`src/rtl/btn_mod_counter.sv`:
```
// btn_mod_counter: modulo up/down counter with prescaled tick, debounced dir/run buttons and parallel load
module btn_db #(
    parameter int DB_LEN = 3
) (
    input  logic clk,
    input  logic reset,
    input  logic btn,
    output logic press
);
    logic [1:0] sync_q, sync_d;
    logic [DB_LEN-1:0] sh_q, sh_d;
    logic clean_q, clean_d, prev_q, prev_d;
    always_comb begin
        sync_d = {sync_q[0], btn};
        sh_d = {sh_q[DB_LEN-2:0], sync_q[1]};
        clean_d = &sh_q ? 1'b1 : ~|sh_q ? 1'b0 : clean_q;
        prev_d = clean_q;
        press = clean_q & ~prev_q;
    end
    always_ff @(posedge clk or posedge reset) begin
        if (reset) begin
            sync_q <= '0;
            sh_q <= '0;
            clean_q <= 1'b0;
            prev_q <= 1'b0;
        end else begin
            sync_q <= sync_d;
            sh_q <= sh_d;
            clean_q <= clean_d;
            prev_q <= prev_d;
        end
    end
endmodule

module btn_mod_counter #(
    parameter int WIDTH = 4,
    parameter int MAX_COUNT = 15,
    parameter int FAST_DIV = 2,
    parameter int SLOW_DIV = 100,
    parameter int DB_LEN = 3
) (
    input  logic             clk,
    input  logic             reset,
    input  logic             speed_sel,
    input  logic             dir_button,
    input  logic             run_button,
    input  logic             load,
    input  logic [WIDTH-1:0] load_value,
    output logic [WIDTH-1:0] count,
    output logic             dir,
    output logic             running,
    output logic             tick,
    output logic             wrap
);
    localparam int MAX_DIV = FAST_DIV > SLOW_DIV ? FAST_DIV : SLOW_DIV;
    localparam int PW = $clog2(MAX_DIV + 1);
    localparam logic [WIDTH-1:0] MAXC = WIDTH'(MAX_COUNT);
    logic [PW-1:0] pre_q, pre_d, div_m1;
    logic [WIDTH-1:0] count_q, count_d;
    logic dir_q, dir_d, running_q, running_d, tick_q, tick_d, wrap_q, wrap_d;
    logic dir_press, run_press, step;
    btn_db #(.DB_LEN(DB_LEN)) u_dir_db (.clk(clk), .reset(reset), .btn(dir_button), .press(dir_press));
    btn_db #(.DB_LEN(DB_LEN)) u_run_db (.clk(clk), .reset(reset), .btn(run_button), .press(run_press));
    // tick_d feeds the counter directly so count moves on the same edge that registers tick
    always_comb begin
        div_m1 = speed_sel ? PW'(FAST_DIV - 1) : PW'(SLOW_DIV - 1);
        tick_d = pre_q >= div_m1;
        pre_d = tick_d ? '0 : pre_q + 1'b1;
        step = tick_d & running_q;
        wrap_d = ~load & step & (dir_q ? count_q == '0 : count_q == MAXC);
        count_d = load ? (load_value > MAXC ? MAXC : load_value)
                : ~step ? count_q
                : dir_q ? (count_q == '0 ? MAXC : count_q - 1'b1)
                : (count_q == MAXC ? '0 : count_q + 1'b1);
        dir_d = dir_q ^ dir_press;
        running_d = running_q ^ run_press;
    end
    always_ff @(posedge clk or posedge reset) begin
        if (reset) begin
            pre_q <= '0;
            count_q <= '0;
            dir_q <= 1'b0;
            running_q <= 1'b1;
            tick_q <= 1'b0;
            wrap_q <= 1'b0;
        end else begin
            pre_q <= pre_d;
            count_q <= count_d;
            dir_q <= dir_d;
            running_q <= running_d;
            tick_q <= tick_d;
            wrap_q <= wrap_d;
        end
    end
    assign count = count_q;
    assign dir = dir_q;
    assign running = running_q;
    assign tick = tick_q;
    assign wrap = wrap_q;
endmodule

```
`config.mk`:
```
export PLATFORM = sky130hd
export DESIGN_NAME = btn_mod_counter
export DESIGN_NICKNAME = d
export VERILOG_FILES = /design/src/rtl/btn_mod_counter.sv
export SDC_FILE = /design/constraint.sdc
export NUM_CORES = 1
export LEC_CHECK = 0
export CAP_MARGIN = 20
export CORE_MARGIN = 2
export CORE_UTILIZATION = 50
export CTS_CLUSTER_SIZE = 24
export DETAILED_ROUTE_END_ITERATION = 6
export HOLD_SLACK_MARGIN = 0.12
export PLACE_DENSITY_LB_ADDON = 0.15
export SETUP_SLACK_MARGIN = 0.1
export SLEW_MARGIN = 40
export SYNTH_ARGS = -nofsm -noshare
export SYNTH_HDL_FRONTEND = slang
export SYNTH_SLANG_ARGS = --single-unit
```
`constraint.sdc`:
```
create_clock -name clk -period 4.83 [get_ports clk]
set_input_delay 0.966 -clock clk [delete_from_list [all_inputs] [get_ports clk]]
set_output_delay 0.966 -clock clk [all_outputs]
set_load 0.01 [all_outputs]
```
==> results of run 1 <==
flip-flops by register name, indices dropped and copies added (netlist names):
register          cells
count                 4
dir                   1
pre_q                 7
running               1
tick                  1
u_dir_db.clean_q      1
u_dir_db.prev_q       1
u_dir_db.sh_q         3
u_dir_db.sync_q       2
u_run_db.clean_q      1
u_run_db.prev_q       1
u_run_db.sh_q         3
u_run_db.sync_q       2
wrap                  1
stage by stage:
step	hold WS, ns	power [uW]	instance area, um2	utilization	setup slack [ns]
finish	0.357	668	1490	0.617	2.20
detailed placement	0.336	539	1440	0.596	1.87
floorplan	0.331	467	1230	-	2.45
CTS	0.356	679	1490	0.617	2.21
global placement	0.337	530	1440	0.596	1.92
global route	0.364	720	1490	0.617	2.13
placed cells by master (no fill, tap or decap), drive strengths merged, types with 3 or more instances in the layout:
cell | netlist | layout
a21oi | 6 | 6
xnor2 | 5 | 5
inv | 10 | 10
nand2 | 3 | 3
o21ai | 8 | 8
nor2 | 13 | 13
clkdlybuf4s50 | 0 | 17
ha | 6 | 6
clkbuf | 2 | 6
dfrtp | 28 | 28
o31ai | 3 | 3
xor2 | 3 | 3
metal layers:
metal	track usage	routed length (um)	share of wire	vias up
li1	-	-	-	426
met1	0.202	897	0.43	422
met2	0.268	1070	0.51	18
met3	0.0972	99	0.047	4
met4	0.0769	27	0.013	0
met5	0	0	0	-
how the worst max path moves through the flow:
stage,startpoint,endpoint,depth (start not counted)
final,speed_sel,count[2],6
after global routing,speed_sel,count[2],6
after CTS,speed_sel,count[2],6
after detailed placement,speed_sel,count[2],6
after global placement,speed_sel,count[2],6
after floorplan,speed_sel,count[2],5
critical path: cells and delay by family:
kind,cells,cell delay [ns]
compound gates,3,0.78
buf+inv,1,0.45
simple gates,1,0.37
fa+ha+maj,1,0.30
logic make-up (layout without fill, tap and decap cells):
logic type	count (synthesis)	count (layout)
compound gates	25	25
xor+xnor	8	8
fa+ha+maj	6	6
buf+inv	12	35
flops	29	29
mux	2	2
simple gates	28	28
synthesized netlist by cell type, types with 2 or more instances:
library cell	number
dfrtp_1	28
nor2_1	13
inv_1	10
o21ai_0	8
a21oi_1	6
ha_1	6
xnor2_1	5
nand2_1	3
o31ai_1	3
xor2_1	3
a31oi_1	2
clkbuf_1	2
mux2i_1	2
nand3_1	2
nor3_1	2
power groups by stage:
stage,registers (uW),clock network [uW],logic (uW)
global route,351,158,211
global placement,345,0,185
finish,342,135,190
CTS,343,142,193
detailed placement,348,0,191
floorplan,335,0,132
area by class of cell:
class / count / area, um2 / area share
Sequential cell: 29 / 727 / 0.489
Multi-Input combinational cell: 69 / 463 / 0.311
Tap cell: 30 / 37.5 / 0.0253
Inverter: 10 / 37.5 / 0.0253
Clock inverter: 2 / 10.0 / 0.00673
Timing Repair Buffer: 17 / 170 / 0.114
Clock buffer: 6 / 41.3 / 0.0278
==> impl_results.md, run 1 <==
* Outcome: finished, final reports clean
* Power per cell area at 449 nW/um2
* Critical-path maximum fanout at 7
* Hold path endpoint: u_dir_db.sh_q[0]
* Htree depth at 2
* I/O Pins at 18
* Global Route Usage Sum at 0.176
* Sequential share of power at 0.513
* Cell taking the most area after synthesis: dfrtp_1
* Syn_area_per_cell at between 10 and 15 um2
* Share of layout cells above drive strength 1 at 0.0827
* Worst EP arrival at 2.87 ns
* Max-cap violations at 0
* Gp weighted congestion at 0.817
* Peak VDD IR at ~0.28 mV
* Unique masters post-synth at 30
* TritonCTS clock tree: done
* Die X at around 54 um
* Nets at 148
* Area growth, synth to finish at 20.4%
* First-pass GRT wire length at roughly 3.4 mm
* Root buf cell: clkbuf_4
* Largest family of logic cells by synthesized area: compound AO/OA/AOI/OAI gates
* Slew Limit Headroom at 0.612
* Port bufs at 17
* Num CTS Buffers at 5
* Residual DRC at 0
* Crit path required time at approximately 5 ns
* Primary FF master, synth: dfrtp_1
* Largest net degree at the start of global routing at 30
* Hold bufs inserted after CTS at 0
* Compound-gate portion of the synthesized area at 0.132
* Core Region at approximately 2400 um2
* ANT cells at 0
* Starting density of the core at 0.512
* Worst setup EP type: register
* Wire per inst at 12.8 um
* RSZ-0062 raised after global routing: false
* Clock Skew at 0.00808 ns
* Synth Area in Adders at 0.0608
* CP max stage cell: a2111o_1
* Combinational Power Share at 0.285
* Routed Antenna Nets at 0
* Clock share of power at 0.202
* DR pass1 iterations at 4
* Switch share at 0.330
* Placed cells at 155
* Die area at 2880 um2
* Cells after Synth at 110
* Register bit total from synthesis at 29
* Internal power at 448 uW
* Initial antenna violation count at 0
* Final period utilization at 0.544
* Register-to-Register Path Depth at 5
* Post-synthesis xor/xnor area fraction at 0.0567
* Clock latency on the worst-skew pair at between 0.3 and 0.4 ns
* WHS Path Cells at 0
* Minimum clock period at 2.63 ns
* Asr flop ratio synth at 1.00
* Post-synthesis mux area share at 0.0162
* Clk slew on worst S/H paths at 0.09 ns
* Core Rows at 18
* DR vias/cell at 5.34
* Critical path class: in -> reg
* CP Cell Sequence: clkdlybuf4s50_1 -> ha_1 -> a211oi_1 -> a2111o_1 -> or3_1 -> a31oi_1
* HPWL Detailed at 1.50 mm
* Post-synthesis simple-gate area fraction at 0.109
* R2R Setup Slk at 2.92 ns
* Synth top area cells: dfrtp_1 57%, ha_1 6.1%, nor2_1 4.0%
* Die span in y at 53.7 um
* Routed WL at 2.09 mm
* Psw at 220 uW
* Worst Hold Class: reg -> reg
* Vias in the first global route at 777
* Fin Setup TNS at 0 ns
* Max incr delay on CP at 0.53 ns
* Worst R2R Start: pre_q[1]
* Worst Tran Pin Value at 0.580 ns
* Startpoint types: primary input
* Fin. Hold Viols at 0
* Worst hold start: u_dir_db.sync_q[1]
* Resized Gates After CTS at 0
* Syn. warnings at 0
* Syn_nets at 126
* Non-filler instance count after layout at 163
* Final setup viols at 0
* DR iter-0 viols at 10
* FMAX at between 300 and 400 MHz
* Post-synthesis sequential area ratio at 0.589
* Max Transition Viols Final at 0
* Postcts setup bufs at 0
* Vias at 870
* Reg-to-reg endpoint: count[2]
* FILL cells at 203
* Max clock buf depth at 2
* GRT Residual Overflow at 0
* Clock sink total at 29
* Post-Syn Area at 1230 um2
* Post-synth EDFFs at 0
* P_leak at 0.000670 uW
* Synth top area share at 0.567
No activity file was read; power rests on OpenSTA's default activity.
==> inputs of run 2 (changes only) <==
Settings changed: CORE_UTILIZATION 50 to 47.
Clock period 4.83 ns to 2.4 ns, I/O delays scaled along.
==> run 2 against run 1 <==
Effect of this change:
- register-to-register slack worse by 2.3 ns
- non-clock buffer count grew 5
- clock-buffer cell count is 1 higher
- die area grew 5.9%
- hold slack got worse by 0.013 ns
- critical path type unchanged
==> impl_results.md, run 2 (same netlist as run 1, synthesis figures left out) <==
* Outcome: finished, final reports clean
* Routed Antenna Nets at 0
* Most common cell after layout, fill and taps aside: dfrtp_1
* Reg-to-reg endpoint: count[2]
* Peak VDD IR at 0.562 mV
* Starting density of the core at 0.498
* Nets at ~150
* DR vias/cell at 5.15
* FMAX at 494 MHz
* Share of layout cells above drive strength 1 at 0.116
* Worst EP arrival at 2.27 ns
* Max-cap violations at 0
* Startpoint types: primary input
* Root buf cell: clkbuf_4
* DR pass1 iterations at 4
* Clock sink total at 29
* Critical-path maximum fanout at 3
* Critical Path Start: speed_sel
* Slew Limit Headroom at 0.705
* FILL cells at about 220
* Area growth, synth to finish at 24.9%
* Top routing layer in use: met4
* Core Region at 2480 um2
* Largest delay share family, worst path: compound AO/OA/AOI/OAI gates
* Max reg flops at 7
* GRT Residual Overflow at 0
* Die span in y at 55.3 um
* CP Cell Sequence: clkdlybuf4s50_1 -> ha_1 -> a211oi_1 -> a2111o_1 -> or3_1 -> a31oi_1
* Worst setup EP type: register
* Vias at a little under 900
* Die X at 55.3 um
* M1 WL at 966 um
* Resized Gates After CTS at 0
* Final period utilization at 0.843
* Final setup viols at 0
* Register-to-Register Path Depth at 5
* Die area at 3050 um2
* Worst Hold Class: reg -> reg
* I/O Pins at 18
* RSZ-0062 raised after global routing: false
* Minimum clock period at just over 2 ns
* Metal3 WL at approximately 85 um
* Residual DRC at 0
* R2R Setup Slk at 0.62 ns
* CP max stage cell: clkdlybuf4s50_1
* Worst R2R Start: pre_q[1]
* ANT cells at 0
* Gp weighted congestion at 0.707
* Max incr delay on CP at 0.46 ns
* TritonCTS clock tree: done
* Postcts setup bufs at 0
* Clock Skew at 0.00753 ns
* Hold bufs inserted after CTS at 0
* DR iter-0 viols at 21
* CP Buf/Inv Count at 1
* Largest Register: pre_q
* Port bufs at 17
* Met2 WL at 969 um
* HPWL Detailed at 1.51 mm
* Post-route cell area at around 1500 um2
* Crit path required time at 2.65 ns
* Hold path endpoint: u_run_db.sh_q[0]
* Vias in the first global route at about 870
* Global Route Usage Sum at 0.162
* DP Area at 1470 um2
* Power per cell area at about 920 nW/um2
* Clock latency on the worst-skew pair at 0.33 ns
* Max Transition Viols Final at 0
* Wire per inst at ~12 um
* Num CTS Buffers at 5
* Final Power at 1420 uW
* Commonest non-fill, non-tap cells in the layout: 28 x dfrtp_1, 17 x clkdlybuf4s50_1, 13 x nor2_1
* Largest net degree at the start of global routing at 13
* Critical path class: in -> reg
* Clk slew on worst S/H paths at 0.09 ns
* Fin. Hold Viols at 0
* P_leak at 0.000704 uW
* Core Rows at 18
* Initial antenna violation count at 0
* Htree depth at 2
* Routed WL at 2.06 mm
* Fin Setup TNS at 0 ns
* Max clock buf depth at 2
* First-pass GRT wire length at 3.73 mm
* Worst Tran Pin Value at 0.439 ns
* Worst hold start: u_run_db.sync_q[1]
* WHS Path Cells at 0
## run 2: cell count changes in the layout (fill, tap and decap cells not counted)
cell      before  now
inv_1          9   10
buf_4          0    5
clkinv_2       2    1
inv_2          1    0
clkbuf_1       1    0
clkbuf_8       0    2
## run 2: per-stage QoR
step	utilization	setup slack [ns]	hold WS, ns	cells
after floorplan	-	0.508	0.331	110
after global placement	0.594	0.0760	0.340	160
after detailed placement	0.594	0.0418	0.336	160
after CTS	0.623	0.385	0.348	168
after global routing	0.623	0.341	0.353	168
final	0.623	0.376	0.343	168
## run 2: report_power, final
group          total (uW)  switching [uW]  leakage (uW)  internal, uW
combinational         403             177      0.000316           227
sequential            689             104      0.000347           584
clock                 331             161     0.0000413           169
## run 2: layout make-up
class | count | area (um2) | area share
Inverter | 10 | 37.5 | 0.0243
Sequential cell | 29 | 727 | 0.471
Multi-Input combinational cell | 69 | 463 | 0.300
Tap cell | 30 | 37.5 | 0.0243
Clock inverter | 1 | 5.00 | 0.00324
Clock buffer | 7 | 65.1 | 0.0422
Timing Repair Buffer | 22 | 208 | 0.135
## run 2: worst max path at each step
| stage | slack [ns] | cells past startpoint | end |
|---|---|---|---|
| floorplan | 0.51 | 5 | count[2] |
| global placement | 0.08 | 6 | count[2] |
| detailed placement | 0.04 | 6 | count[2] |
| CTS | 0.38 | 6 | count[2] |
| global route | 0.34 | 6 | count[2] |
| finish | 0.38 | 6 | count[2] |
## run 2: worst reg2reg max path, stage by stage, from the launching register on
cell	delay, ns
dfrtp_1	0.41
ha_1	0.28
a211oi_1	0.07
a2111o_1	0.45
or3_1	0.35
a31oi_1	0.16
## run 2: layer usage
metal  vias up  global-route usage
met5         -                   0
li1        433                   -
met2        16               0.240
met4         0              0.0941
met1       411               0.197
met3         5              0.0703
